$ cat config.mk
export PLATFORM = sky130hd
export DESIGN_NAME = buzzer_tone_gen_flat
export DESIGN_NICKNAME = d
export VERILOG_FILES = /design/src/rtl/buzzer_pkg.sv /design/src/rtl/buzzer_tone_gen_if.sv /design/src/rtl/us_tick_gen.sv /design/src/rtl/buzzer_tone_gen.sv /design/src/flat_wrapper.sv
export SDC_FILE = /design/constraint.sdc
export NUM_CORES = 1
export LEC_CHECK = 0
export ABC_CLOCK_PERIOD_IN_PS = 3600
export CAP_MARGIN = 20
export CORE_MARGIN = 2
export CORE_UTILIZATION = 55
export DETAILED_ROUTE_END_ITERATION = 12
export HOLD_SLACK_MARGIN = 0.12
export PLACE_DENSITY = 0.72
export SETUP_SLACK_MARGIN = 0.4
export SLEW_MARGIN = 20
export SYNTH_ARGS = -nofsm -noshare
export SYNTH_HDL_FRONTEND = slang
export SYNTH_HIERARCHICAL = 1
export SYNTH_SLANG_ARGS = --single-unit
$ cat constraint.sdc
create_clock -name iClk -period 3.6 [get_ports iClk]
set_input_delay 0.72 -clock iClk [delete_from_list [all_inputs] [get_ports iClk]]
set_output_delay 0.72 -clock iClk [all_outputs]
set_load 0.02 [all_outputs]
$ cat src/rtl/buzzer_pkg.sv
// Shared types and constants for the buzzer tone generator.
// Contents:
//   PERIOD_W        width of the tone period (in ticks)
//   *_DEFAULT       default clock, tick and minimum-period settings
//   tone_state_t    tone FSM state encoding
//   high_len/low_len  split of a period into HIGH and LOW phase lengths
package buzzer_pkg;

   localparam int unsigned PERIOD_W           = 13;
   localparam int unsigned CLK_HZ_DEFAULT     = 100_000_000;
   localparam int unsigned TICK_HZ_DEFAULT    = 1_000_000;
   localparam int unsigned MIN_PERIOD_DEFAULT = 2;

   typedef logic [PERIOD_W-1:0] period_t;

   typedef enum logic [1:0] {
      StIdle,
      StHigh,
      StLow
   } tone_state_t;

   // Odd periods put the extra tick in the HIGH phase.
   function automatic period_t high_len(input period_t p);
      return p - (p >> 1);
   endfunction

   function automatic period_t low_len(input period_t p);
      return p >> 1;
   endfunction

endpackage

$ cat src/rtl/buzzer_tone_gen_if.sv
// Tone request/status bundle between the note sequencer and the tone generator.
// Signals:
//   iPeriodUs   full tone period in ticks, 0 = silence (sequencer -> generator)
//   iEnable     master enable, low mutes immediately   (sequencer -> generator)
//   oBuzzer     square wave for the piezo pin           (generator -> pin/sequencer)
//   oActive     high while a tone is being generated    (generator -> sequencer)
//   oCycleDone  one-clock pulse at each completed period (generator -> sequencer)
// Modports: master = sequencer side, slave = tone generator side.
interface buzzer_tone_gen_if;
   import buzzer_pkg::*;

   period_t iPeriodUs;
   logic    iEnable;
   logic    oBuzzer;
   logic    oActive;
   logic    oCycleDone;

   modport master (
      output iPeriodUs,
      output iEnable,
      input  oBuzzer,
      input  oActive,
      input  oCycleDone
   );

   modport slave (
      input  iPeriodUs,
      input  iEnable,
      output oBuzzer,
      output oActive,
      output oCycleDone
   );

endinterface

$ cat src/rtl/us_tick_gen.sv
// Prescaler producing one tick every DIV clocks.
// Ports:
//   iClk      system clock
//   iReset_n  synchronous active-low reset
//   iClear    synchronous clear; counter restarts from 0 on the next clock
//   oTick     high for the last clock of every DIV-clock window
// DIV = 1 gives a tick on every clock.
module us_tick_gen #(
   parameter int unsigned DIV = 100
) (
   input  logic iClk,
   input  logic iReset_n,
   input  logic iClear,
   output logic oTick
);

   localparam int unsigned     CntW   = (DIV > 1) ? $clog2(DIV) : 1;
   localparam logic [CntW-1:0] CntMax = CntW'(DIV - 1);

   logic [CntW-1:0] cnt_q;
   logic [CntW-1:0] cnt_d;

   assign oTick = (cnt_q == CntMax);

   always_comb begin
      cnt_d = cnt_q + 1'b1;
      if (iClear || oTick) begin
         cnt_d = '0;
      end
   end

   always_ff @(posedge iClk) begin
      if (!iReset_n) begin
         cnt_q <= '0;
      end else begin
         cnt_q <= cnt_d;
      end
   end

endmodule

$ cat src/rtl/buzzer_tone_gen.sv
// Square-wave tone generator for the piezo buzzer.
// Plays a tone whose full period is tone_io.iPeriodUs ticks (one tick = CLK_HZ/TICK_HZ
// clocks). A new period is only taken at a cycle boundary, so note changes never glitch.
// Ports:
//   iClk      system clock
//   iReset_n  synchronous active-low reset
//   tone_io   slave side of buzzer_tone_gen_if (period/enable in, buzzer/status out)
// Parameters:
//   CLK_HZ      system clock frequency
//   TICK_HZ     tick rate the period is counted in
//   MIN_PERIOD  smallest period played; anything shorter is silence
module buzzer_tone_gen
   import buzzer_pkg::*;
#(
   parameter int unsigned CLK_HZ     = CLK_HZ_DEFAULT,
   parameter int unsigned TICK_HZ    = TICK_HZ_DEFAULT,
   parameter int unsigned MIN_PERIOD = MIN_PERIOD_DEFAULT
) (
   input  logic               iClk,
   input  logic               iReset_n,
   buzzer_tone_gen_if.slave   tone_io
);

   localparam int unsigned DIV = CLK_HZ / TICK_HZ;

   if (DIV < 1) begin : gen_div_check
      $error("buzzer_tone_gen: CLK_HZ / TICK_HZ must be at least 1");
   end

   tone_state_t state_q;
   tone_state_t state_d;
   period_t     phase_q;
   period_t     phase_d;
   period_t     period_q;
   period_t     period_d;
   logic        buzzer_q;
   logic        buzzer_d;
   logic        active_q;
   logic        active_d;
   logic        cycle_done_q;
   logic        cycle_done_d;

   logic        tick;
   logic        tick_clear;
   logic        valid;
   logic        cycle_end;
   period_t     high_last;
   period_t     low_last;

   // Holding the prescaler at 0 while idle makes the first phase exactly H*DIV clocks.
   assign tick_clear = (state_q == StIdle);

   us_tick_gen #(
      .DIV (DIV)
   ) u_tick (
      .iClk     (iClk),
      .iReset_n (iReset_n),
      .iClear   (tick_clear),
      .oTick    (tick)
   );

   assign valid = tone_io.iEnable && (tone_io.iPeriodUs >= period_t'(MIN_PERIOD));

   // Only meaningful outside IDLE, where the shadow period is at least MIN_PERIOD.
   assign high_last = high_len(period_q) - period_t'(1);
   assign low_last  = low_len(period_q) - period_t'(1);

   // State register
   always_ff @(posedge iClk) begin
      if (!iReset_n) begin
         state_q      <= StIdle;
         phase_q      <= '0;
         period_q     <= '0;
         buzzer_q     <= 1'b0;
         active_q     <= 1'b0;
         cycle_done_q <= 1'b0;
      end else begin
         state_q      <= state_d;
         phase_q      <= phase_d;
         period_q     <= period_d;
         buzzer_q     <= buzzer_d;
         active_q     <= active_d;
         cycle_done_q <= cycle_done_d;
      end
   end

   // Next state, phase counter and period shadow
   always_comb begin
      state_d   = state_q;
      phase_d   = phase_q;
      period_d  = period_q;
      cycle_end = 1'b0;

      if (!tone_io.iEnable) begin
         // Mute wins over any boundary on the same clock, so no cycle-done pulse.
         state_d = StIdle;
         phase_d = '0;
      end else begin
         unique case (state_q)
            StIdle: begin
               if (valid) begin
                  state_d  = StHigh;
                  period_d = tone_io.iPeriodUs;
                  phase_d  = '0;
               end
            end
            StHigh: begin
               if (tick) begin
                  if (phase_q == high_last) begin
                     state_d = StLow;
                     phase_d = '0;
                  end else begin
                     phase_d = phase_q + period_t'(1);
                  end
               end
            end
            StLow: begin
               if (tick) begin
                  if (phase_q == low_last) begin
                     cycle_end = 1'b1;
                     phase_d   = '0;
                     if (valid) begin
                        // Back-to-back cycle; the period may change only here.
                        state_d  = StHigh;
                        period_d = tone_io.iPeriodUs;
                     end else begin
                        state_d = StIdle;
                     end
                  end else begin
                     phase_d = phase_q + period_t'(1);
                  end
               end
            end
            default: begin
               state_d = StIdle;
               phase_d = '0;
            end
         endcase
      end
   end

   // Registered outputs follow the next state so they line up with state_q.
   always_comb begin
      buzzer_d     = (state_d == StHigh);
      active_d     = (state_d != StIdle);
      cycle_done_d = cycle_end;
   end

   assign tone_io.oBuzzer    = buzzer_q;
   assign tone_io.oActive    = active_q;
   assign tone_io.oCycleDone = cycle_done_q;

endmodule

$ cat src/flat_wrapper.sv
// flat-port wrapper written by rule: the top's interface ports become plain ports
module buzzer_tone_gen_flat import buzzer_pkg::*;
#(
   parameter int unsigned CLK_HZ     = CLK_HZ_DEFAULT,
   parameter int unsigned TICK_HZ    = TICK_HZ_DEFAULT,
   parameter int unsigned MIN_PERIOD = MIN_PERIOD_DEFAULT
)
  (iClk, iReset_n, tone_io_iPeriodUs, tone_io_iEnable, tone_io_oBuzzer, tone_io_oActive, tone_io_oCycleDone);
  buzzer_tone_gen_if tone_io_i ();
  input  logic iClk;
  input  logic iReset_n;
  input wire logic [$bits(tone_io_i.iPeriodUs)-1:0] tone_io_iPeriodUs;
  input wire logic [$bits(tone_io_i.iEnable)-1:0] tone_io_iEnable;
  output wire logic [$bits(tone_io_i.oBuzzer)-1:0] tone_io_oBuzzer;
  output wire logic [$bits(tone_io_i.oActive)-1:0] tone_io_oActive;
  output wire logic [$bits(tone_io_i.oCycleDone)-1:0] tone_io_oCycleDone;
  assign tone_io_i.iPeriodUs = tone_io_iPeriodUs;
  assign tone_io_i.iEnable = tone_io_iEnable;
  assign tone_io_oBuzzer = tone_io_i.oBuzzer;
  assign tone_io_oActive = tone_io_i.oActive;
  assign tone_io_oCycleDone = tone_io_i.oCycleDone;
  buzzer_tone_gen #(.CLK_HZ(CLK_HZ), .TICK_HZ(TICK_HZ), .MIN_PERIOD(MIN_PERIOD)) u_core (.iClk(iClk), .iReset_n(iReset_n), .tone_io(tone_io_i));
endmodule
Word level (Yosys, flattened, before mapping)
Cells that the tools add are included.
{"block": "totals", "out_inout_bits": 3, "inputBits": 16, "register_bits": 38, "wordCells": 53}
{"block": "classes", "add_sub_neg": 5, "n_mux": 19, "reduce_logical": 10, "n_eq_ne": 10, "magnitude_cmp": 1, "bitwise_logic": 1}
{"op": "13-bit 2-to-1 mux", "n": 8}
{"op": "13-bit case mux with 3 select lines", "n": 1}
{"op": "13-bit equality test", "n": 2}
{"op": "13-bit case mux with 2 select lines", "n": 1}
{"op": "13-bit by 1-bit adder with 13-bit output (second input constant)", "n": 1}
{"op": "13-bit by 2-bit >= comparator with 1-bit output (second input constant)", "n": 1}
{"op": "12-bit by 1-bit subtractor with 13-bit output (second input constant)", "n": 1}
{"op": "13-bit by 1-bit subtractor with 13-bit output (second input constant)", "n": 1}
{"op": "13-bit by 12-bit subtractor with 13-bit output", "n": 1}
{"op": "2-bit 2-to-1 mux", "n": 6}
{"op": "4-bit AND reduction", "n": 2}
{"op": "7-bit by 1-bit adder with 7-bit output (second input constant)", "n": 1}
{"op": "7-bit equality test (second input constant)", "n": 1}
{"op": "2-bit case mux with 3 select lines", "n": 1}
{"op": "2-bit by 1-bit equality test with 1-bit output (second input constant)", "n": 2}
{"op": "2-bit by 1-bit != test with 1-bit output (second input constant)", "n": 2}
{"op": "2-bit != test (second input constant)", "n": 2}
{"op": "2-bit nonzero test", "n": 2}
{"op": "3-bit AND reduction", "n": 1}
{"op": "2-bit equality test (second input constant)", "n": 1}
{"op": "2-bit logical NOT", "n": 1}
{"op": "1-bit 2-to-1 mux", "n": 2}
{"op": "2-bit AND reduction", "n": 1}
{"op": "2-bit OR reduction", "n": 1}
{"op": "3 further kinds", "n": 3}

Longest topological paths before layout
Gate-level depths: netlist (run 1).
{"block": "depth", "ltp_word": 8, "depth_mapped": 12, "depth_no_buf": 11}

By module
Netlist (run 1), hierarchy kept.
{"module": "buzzer_tone_gen", "area_per_inst_um2": 3116.7, "seq_area_each_um2": 620.6, "cells_each": 399, "instances": 1}
{"module": "us_tick_gen", "area_per_inst_um2": 312.8, "seq_area_each_um2": 140.1, "cells_each": 34, "instances": 1}

Worst setup path after synthesis (run 1)
OpenSTA, ideal clock, no wires.
{"block": "synth_timing", "kind": "register -> register", "from": "reg u_core.period_q[1]", "to": "reg u_core.phase_q[10]", "path_stages_with_launch": 13, "n_path_buf": 1, "t_arrival_ps": 3072, "t_required_ps": 3473, "setup_ps": 127, "synth_period_minus_slack_ps": 3199, "slack_ps": 401, "path_cell_list": "dfxtp_1 -> inv_1 -> ha_1 -> fa_1 -> nor2b_1 -> o311ai_1 -> a2111oi_1 -> or3_1 -> a221oi_1 -> a41oi_1 -> buf_2 -> o221ai_1 -> o21ai_0"}
{"block": "synth_via", "elab_chain_cells": 6, "word_cells_on_any_way": 10, "cone_classes": "add/sub (3); eq/ne (2); mux (5)"}
{"item": "start, declared", "line": "buzzer_tone_gen.sv:34", "text": "period_t period_q;"}
{"item": "start signal, assigned", "line": "buzzer_tone_gen.sv:80", "text": "period_q <= period_d;"}
{"item": "13-bit by 12-bit subtractor with 13-bit output", "line": "buzzer_pkg.sv:24", "text": "return p - (p >> 1);"}
{"item": "13-bit by 1-bit subtractor with 13-bit output", "line": "buzzer_tone_gen.sv:65", "text": "assign high_last = high_len(period_q) - period_t'(1);"}
{"item": "13-bit equality test", "line": "buzzer_tone_gen.sv:109", "text": "if (phase_q == high_last) begin"}
{"item": "13-bit 2-to-1 mux", "line": "buzzer_tone_gen.sv:109"}
{"item": "13-bit 2-to-1 mux", "line": "buzzer_tone_gen.sv:108", "text": "if (tick) begin"}
{"item": "13-bit case mux with 3 select lines *", "line": "buzzer_tone_gen.sv:99", "text": "unique case (state_q)"}
{"item": "end signal, assigned", "line": "buzzer_tone_gen.sv:79", "text": "phase_q <= phase_d;"}
{"item": "end, declared", "line": "buzzer_tone_gen.sv:32", "text": "period_t phase_q;"}
Every way passes the cells marked *; elsewhere a longest branch is shown, timed or not. The select of a mux whose other input is x is not followed.
A chain may end at the register's enable or synchronous reset.

Final worst setup path (run 1)
{"block": "layout_timing", "from": "reg u_core.period_q[2]", "to": "reg u_core.buzzer_q, in the netlist u_core/tone_io.oBuzzer"}
{"block": "layout_via", "elab_chain_cells": 8, "word_cells_on_any_way": 12, "cone_classes": "add/sub (3); eq/ne (3); mux (6)"}
{"item": "13-bit by 12-bit subtractor with 13-bit output", "line": "buzzer_pkg.sv:24"}
{"item": "13-bit by 1-bit subtractor with 13-bit output", "line": "buzzer_tone_gen.sv:65"}
{"item": "13-bit equality test", "line": "buzzer_tone_gen.sv:109"}
{"item": "2-bit 2-to-1 mux", "line": "buzzer_tone_gen.sv:109"}
{"item": "2-bit 2-to-1 mux", "line": "buzzer_tone_gen.sv:108"}
{"item": "2-bit case mux with 3 select lines *", "line": "buzzer_tone_gen.sv:99"}
{"item": "2-bit 2-to-1 mux *", "line": "buzzer_tone_gen.sv:94", "text": "if (!tone_io.iEnable) begin"}
{"item": "2-bit by 1-bit equality test with 1-bit output *", "line": "buzzer_tone_gen.sv:144", "text": "buzzer_d = (state_d == StHigh);"}
{"item": "end signal, assigned", "line": "buzzer_tone_gen.sv:81", "text": "buzzer_q <= buzzer_d;"}
{"item": "end, declared", "line": "buzzer_tone_gen.sv:36", "text": "logic buzzer_q;"}
Every way passes the cells marked *; elsewhere a longest branch is shown, timed or not.

==> summary.md, run 1 <==
| Metric | Value |
|---|---|
| DIE HEIGHT | roughly 83 um |
| Ant. Diodes | 0 |
| Worst EP arrival | roughly 3.3 ns |
| Status | finished, final reports clean |
| Pre-antenna DRT Iters | 5 |
| Most frequent cells in the layout | nor2_1 (31), dfxtp_1 (31), inv_1 (30) |
| Syn. warnings | 6 |
| Ys flop type | dfxtp_1 |
| Asr flop ratio synth | 0% |
| Starting Density | 57.25% |
| IO Pins | 19 |
| Largest net degree at the start of global routing | 19 |
| Root Buffer | clkbuf_8 |
| Clk sink count | 38 |
| Clock Pin Slew Worst Setup and Hold Paths | ~0.07 ns |
| Total of max-cap violations | 0 |
| CP Launch Type | flip-flop |
| Die width | approximately 83 um |
| Mapped Cells | roughly 430 |
| F_max | between 300 and 400 MHz |
| Reg2reg path depth | 10 |
| RSZ-0062 raised after global routing | yes |
| Max-slew violations | 0 |
| CP Cell Sequence | inv_2 > ha_4 > nor2b_1 > o311a_4 > o31a_1 > or4_4 > a2111oi_4 > nand4_1 > a211oi_2 > and4b_1 |
| Gr usage total | 27.27% |
| Hold Path Stages | 1 |
| Compound-Gate Fraction of Synth Area | roughly a fifth |
| Final cell count without fillers | ~520 |
| M1 GR Usage | 34.64% |
| Post-place setup slack | 0.3840 ns |
| Area contributors post-synth | dfxtp_1 (22%), ha_1 (12%), xnor2_1 (6.1%), mux2i_1 (4.4%), nor2b_1 (4.2%) |
| M2 GR Usage | between 40% and 50% |
| Routed wire length | between 9000 and 10000 um |
| Post-route cell area | 3963 um^2 |
| Required @ worst endpoint | between 3 and 4 ns |
| Vias | 3333 |
| Post-synthesis adder-cell area fraction | 12.26% |
| TritonCTS Buffers | 5 |
| Initial antenna violation count | 0 |
| Worst-Skew Late Latency | a little under 0.3 ns |
| Yosys top cell area share | 22.18% |
| Final #Nets | roughly 500 |
| First-pass GRT wire length | approximately 15000 um |
| Largest stage delay, worst path | ~0.52 ns |
| Sequential element share of the synthesized area | between 20% and 30% |
| Syn-to-layout area delta | 15.54% |
| Fin Setup TNS | 0 ns |
| #FFs+latches synth | 38 |
| EDFF count, synth | 0 |
| Critical path peak fanout | 4 |
| Post-route ant nets | 0 |
| RD Place Congestion | 0.9400 |
| Unique cell type count in the Yosys netlist | 60 |
| FF-to-FF setup slack | 0.48 ns |
| H-tree Lvls | 2 |
| Post-synth top area cell | dfxtp_1 |
| Hold slack | around 0.47 ns |
| Placed Area | between 3000 and 4000 um^2 |
| Routed WL per cell | between 15 and 20 um |
| Hold crit path type | reg2reg |
| Tcrit/Tclk final | about 87% |
| Rows | 28 |
| Post-route minimum period | 3.125 ns |
| Post-CTS Hold Fix Bufs | 0 |
| Power density cells | between 300 and 400 nW/um^2 |
| Clock Skew | ~0.0045 ns |
| Met3 usage | about 5% |
| Largest family of logic cells by synthesized area | simple AND/OR/NAND/NOR gates |
| Grt peak-use layer | met2 |
| Relative slew margins | between 50% and 60% |
| # setup viols final | 0 |
| Fin. Hold Viols | 0 |
| Syn_nets | just under 500 |
| CTS tree | built |
| Leakage | about 1.4 nW |
| Worst R2R End | u_core/tone_io.oBuzzer |
| Post-Syn Area per Cell | between 7 and 8 um^2 |
| Number of setup buffers added after CTS | 0 |
| WS Path Type | reg2reg |
| Core Box Area | approximately 6000 um^2 |
| Min-delay src | u_core/u_tick/cnt_q[0] |
| Post-synthesis simple-gate area fraction | a little over a quarter |
| IO buf count | 18 |
| Share of layout cells above drive strength 1 | 13.87% |
| Vias in the first global route | about 3200 |
| DR DRC count | 0 |
| Worst-Margin Slew | ~0.73 ns |
| R2r startpoint | u_core/period_q[2] |
| Mux cell area share after synthesis | between 4 and 5% |
| WHS Endpoint | u_core/u_tick/cnt_q[0] |
| Via density per instance | 6.385 |
| Critical path's slowest cell | or4_4 |
| Mapped cell area | roughly 3400 um^2 |
| Final worst setup slack | ~0.48 ns |
| HPWL Detailed | 6979 um |
| XOR/XNOR share of the synthesized area | a little under a tenth |
| Endpoint class of the critical path | flip-flop |
| GRT overflow | 0 |
| Number of DRC markers in iteration 0 | about 280 |
| DIE AREA | around 6900 um^2 |
| Max IR drop VDD | 0.0002343 V |
| Placed cell count | ~500 |
| Clock tree buffer depth | 2 |
critical path, delay by kind of cell (launching register included):
kind | cells | cell delay, ns
simple gates | 4 | 1.03
flops | 1 | 0.35
fa+ha+maj | 1 | 0.28
compound gates | 4 | 1.27
buf+inv | 1 | 0.08
metal layers:
metal  part of all wire, %  routed length, um  up-vias
li1                      -                  -     1597
met1                    43               4069     1571
met2                    48               4522      134
met3                   6.5                620       31
met4                   3.0                283        0
met5                     0                  0        -
power by group:
part	internal, W	switching (W)
Sequential	0.000433	0.0000121
Clock	0.000222	0.000145
Combinational	0.000196	0.000262
Total	0.000851	0.000420
worst max path at each step:
stage / from / endpoint / slack [ns] / depth (start not counted)
after floorplan: u_core/period_q[1] / u_core/phase_q[10] / 0.40 / 12
after global placement: u_core/period_q[1] / u_core/tone_io.oBuzzer / 0.42 / 12
after detailed placement: u_core/period_q[5] / u_core/tone_io.oBuzzer / 0.38 / 10
after CTS: u_core/period_q[2] / u_core/tone_io.oBuzzer / 0.42 / 10
after global routing: u_core/period_q[1] / u_core/phase_q[0] / 0.36 / 13
final: u_core/period_q[2] / u_core/tone_io.oBuzzer / 0.48 / 10
flip-flops by register name (all words and copies together), names as in the netlist:
register	count
u_core/phase_q	13
u_core/tone_io.oActive	1
u_core/tone_io.oCycleDone	1
u_core/period_q	13
u_core/tone_io.oBuzzer	1
u_core/u_tick/cnt_q	7
u_core/state_q	2
metrics by stage:
stage / power [W] / util, %
6_report: 0.001270 / 66.14
5_1_grt: 0.001340 / 66.14
4_1_cts: 0.001224 / 63.60
3_5_place_dp: 0.0008529 / 61.55
3_3_place_gp: 0.0008485 / 61.45
2_1_floorplan: 0.0007478 / -
timing repair:
action / CTS / global route
pin swaps: 4 / 8
endpoints found under the setup margin: 2 / 17
cloned: 0 / 1
resized for setup: 2 / 43
area by class of cell:
| type | instances | area [um^2] |
|---|---|---|
| fill | 504 | 2028 |
| clock buffer | 6 | 82.58 |
| sequential | 38 | 769.5 |
| multi-input combinational | 343 | 2611 |
| tap | 75 | 93.84 |
| inverter | 32 | 120.1 |
| clock inverter | 1 | 30.03 |
| timing repair buffer | 27 | 255.2 |
cell usage after synthesis (3+ instances only):
library cell / count
and3_1: 9
nand3_1: 15
mux2i_1: 15
a211oi_1: 3
nor4b_1: 5
o211ai_1: 3
o22ai_1: 3
o21ai_0: 16
nor3_1: 12
nand4_1: 7
a31oi_1: 8
nor2b_1: 23
xor2_1: 12
nor2_1: 31
clkbuf_1: 16
nor4_1: 12
inv_1: 32
o31ai_1: 3
and4b_1: 4
ha_1: 32
a221oi_1: 3
nand2_1: 29
dfxtp_1: 38
a21oi_1: 19
o221ai_1: 10
xnor2_1: 24
nand2b_1: 6
logic make-up (layout without fill, tap and decap cells):
logic type | count (synthesis) | after routing
buffers and inverters | 52 | 66
AND/OR/NAND/NOR | 167 | 167
AO/OA/AOI/OAI | 92 | 92
adder cells (fa/ha/maj) | 33 | 33
XOR/XNOR | 36 | 36
multiplexers | 15 | 15
flip-flops | 38 | 38
Power figures use the tool's default switching activity.
==> run 2, diff against run 1 <==
--- a/config.mk
+++ b/config.mk
@@ -7,7 +7,7 @@
 export LEC_CHECK = 0
 export ABC_CLOCK_PERIOD_IN_PS = 3600
 export CAP_MARGIN = 20
-export CORE_MARGIN = 2
+export CORE_MARGIN = 3
 export CORE_UTILIZATION = 55
 export DETAILED_ROUTE_END_ITERATION = 12
 export HOLD_SLACK_MARGIN = 0.12
==> run 2 against run 1 <==
  * Combinational power rose by 4.6%
  * Critical path depth rose by 3
  * Design area rose by 2.4%
  * Sequential power barely moved
  * Largest power group unchanged
  * Sequential share of layout area fell by 0.43 points
  * Final cell count rose by 0.38%
  * Largest cell class unchanged
  * Clock power barely moved
  * Routed wire length rose by 0.46%
  * Non-clock buffer count rose by 2
  * Core utilization rose by 1.6 points
  * Highest routed layer unchanged
==> summary.md, run 2 (synthesis results as in run 1) <==
| Metric | Value |
|---|---|
| Top delay family on crit path | compound AO/OA/AOI/OAI gates |
| Number of DRC markers in iteration 0 | 229 (-19%) |
| Via density per instance | 6.340 (-0.71%) |
| Vias in the first global route | 3060 (-3.5%) |
| Register area | 770.7 um^2 (+0.16%) |
| CP Launch Type | flip-flop |
| Tcrit/Tclk final | 88.92% (+2.1 points) |
| DIE AREA | 7219 um^2 (+4.9%) |
| Pre-antenna DRT Iters | 5 (unchanged) |
| Status | finished, final reports clean |
| Clock tree buffer depth | 2 (unchanged) |
| Fin Setup TNS | 0 ns (unchanged) |
| Crit path from | u_core/period_q[1] |
| Largest net degree at the start of global routing | 19 (unchanged) |
| Max IR drop VDD | 0.0002515 V (+7.4%) |
| Power density cells | 317.8 nW/um^2 (-0.85%) |
| Wire length on met2 | 4609 um (+1.9%) |
| Routed wire length | 9539 um (+0.46%) |
| First-pass GRT wire length | 14770 um (-3.5%) |
| Met1 Wirelength | 4131 um (+1.5%) |
| Relative slew margins | 45.90% (-5.0 points) |
| Rows | 28 (unchanged) |
| Starting Density | 57.25% (unchanged) |
| Initial antenna violation count | 0 (unchanged) |
| Regs by FF count | u_core/period_q x13, u_core/phase_q x13, u_core/u_tick/cnt_q x7 |
| Post-route ant nets | 0 (unchanged) |
| Final #Nets | 498 (+0.40%) |
| Clock Pin Slew Worst Setup and Hold Paths | 0.08 ns (about the same) |
| IO buf count | 18 (unchanged) |
| Die width | 84.97 um (+2.4%) |
| Area of the multi-input gates | 2691 um^2 (+3.1%) |
| HPWL Detailed | 6953 um (-0.37%) |
| Worst-Margin Slew | 0.8089 ns (+0.07467 ns) |
| Total of max-cap violations | 0 (unchanged) |
| Fillers | 483 (-4.2%) |
| Most used cell, CP | xnor2_1 |
| Worst-Skew Late Latency | 0.28 ns (about the same) |
| Final worst setup slack | 0.3987 ns (-0.07631 ns) |
| Max-slew violations | 0 (unchanged) |
| Syn-to-layout area delta | 18.35% |
| Post-place setup slack | 0.3926 ns (+0.008576 ns) |
| RD Place Congestion | 0.9924 (+5.6%) |
| Min-delay src | u_core/u_tick/cnt_q[0] |
| Commonest non-fill, non-tap cell in the layout | nor2_1 |
| WS Path Type | reg2reg |
| Root Buffer | clkbuf_8 |
| # setup viols final | 0 (unchanged) |
| DIE HEIGHT | 84.97 um (+2.4%) |
| Critical path's slowest cell | fa_2 |
| GRT overflow | 0 (unchanged) |
| Vias | 3322 (-0.33%) |
| R2r startpoint | u_core/period_q[1] |
| Post-CTS Hold Fix Bufs | 0 (unchanged) |
| Routed WL per cell | 18.20 um (about the same) |
| CTS tree | built |
| IO Pins | 19 (unchanged) |
| DR DRC count | 0 (unchanged) |
| Leakage | 1.452 nW (+1.6%) |
| Clk sink count | 38 (unchanged) |
| Top layer in use | met4 |
| Hold crit path type | reg2reg |
| Share of layout cells above drive strength 1 | 15.37% (+1.5 points) |
| F_max | 312.4 MHz (-2.4%) |
| TritonCTS Buffers | 5 (unchanged) |
| Core Box Area | 5991 um^2 (unchanged) |
| H-tree Lvls | 2 (unchanged) |
| Post-route minimum period | 3.201 ns (+0.07631 ns) |
| Gr usage total | 24.87% (-2.4 points) |
| RSZ-0062 raised after global routing | no |
| Ant. Diodes | 0 (unchanged) |
| Met3 wire length | 505 um (-19%) |
| Critical path peak fanout | 7 (+3) |
| Fin. Hold Viols | 0 (unchanged) |
| WP buf/inv | 3 (+2) |
| Clock Skew | 0.009831 ns (+0.005333 ns) |
| Required @ worst endpoint | 3.75 ns (-0.04 ns) |
| Worst EP arrival | 3.35 ns (+0.04 ns) |
| Most frequent cells in the layout | nor2_1 (31), inv_1 (30), dfxtp_1 (30) |
| Endpoint class of the critical path | flip-flop |
| CP Cell Sequence | inv_2 > ha_4 > fa_2 > buf_4 > xnor2_1 > xnor2_1 > nand3_1 > a2111oi_0 > nor4bb_2 > a41oi_2 > buf_6 > o2111ai_1 > a31oi_1 |
| Largest stage delay, worst path | 0.40 ns (-0.12 ns) |
[run 2: worst paths after layout]
kind	end	slack [ns]	depth (start not counted)
worst max-delay path	u_core/phase_q[2]	0.40	13
worst min register to register	u_core/u_tick/cnt_q[0]	0.47	1
worst min-delay path	u_core/u_tick/cnt_q[0]	0.47	1
worst max register to register	u_core/phase_q[2]	0.40	13
[run 2: cell type report]
type / count / share of cell area, %
clock buffers: 6 / 2.035
well taps: 75 / 2.312
repair buffers: 29 / 6.658
clock inverters: 1 / 0.7398
multi-input cells: 343 / 66.31
flip-flops and latches: 38 / 18.99
inverters: 32 / 2.959
[run 2: power by group]
part / internal [W] / leakage, nW / switching [W]
combinational: 0.000213 / 1.08 / 0.000267
clock: 0.000222 / 0.0573 / 0.000143
sequential: 0.000433 / 0.312 / 0.0000130
[run 2: stage by stage]
step	util (%)	power [W]	hold slack, ns	cells	cell area [um^2]
2_1_floorplan	-	0.0007478	0.4288	433	3430
6_report	67.75	0.001290	0.4725	524	4059
5_1_grt	67.75	0.001356	0.5133	524	4059
3_5_place_dp	61.42	0.0008501	0.4640	513	3680
4_1_cts	63.62	0.001223	0.4812	521	3811
3_3_place_gp	61.32	0.0008430	0.4432	513	3674
[run 2: per-layer routing]
metal	vias to the layer above	GRT usage, %
met1	1561	33.67
met3	29	3.592
met5	-	0
li1	1606	-
met4	0	6.619
met2	126	41.38
[run 2: repair_timing]
action	CTS	global route
gates cloned	1	0
endpoints found under the setup margin	2	17
buffers inserted	0	3
gates resized for setup	4	51
pin swaps	3	10
[run 2: worst register-to-register path, stage by stage, from the launching register on]
cell	delay, ns
dfxtp_2	0.34
inv_2	0.06
ha_4	0.16
fa_2	0.40
buf_4	0.15
xnor2_1	0.21
xnor2_1	0.14
nand3_1	0.15
a2111oi_0	0.38
nor4bb_2	0.36
a41oi_2	0.24
buf_6	0.19
o2111ai_1	0.18
a31oi_1	0.11
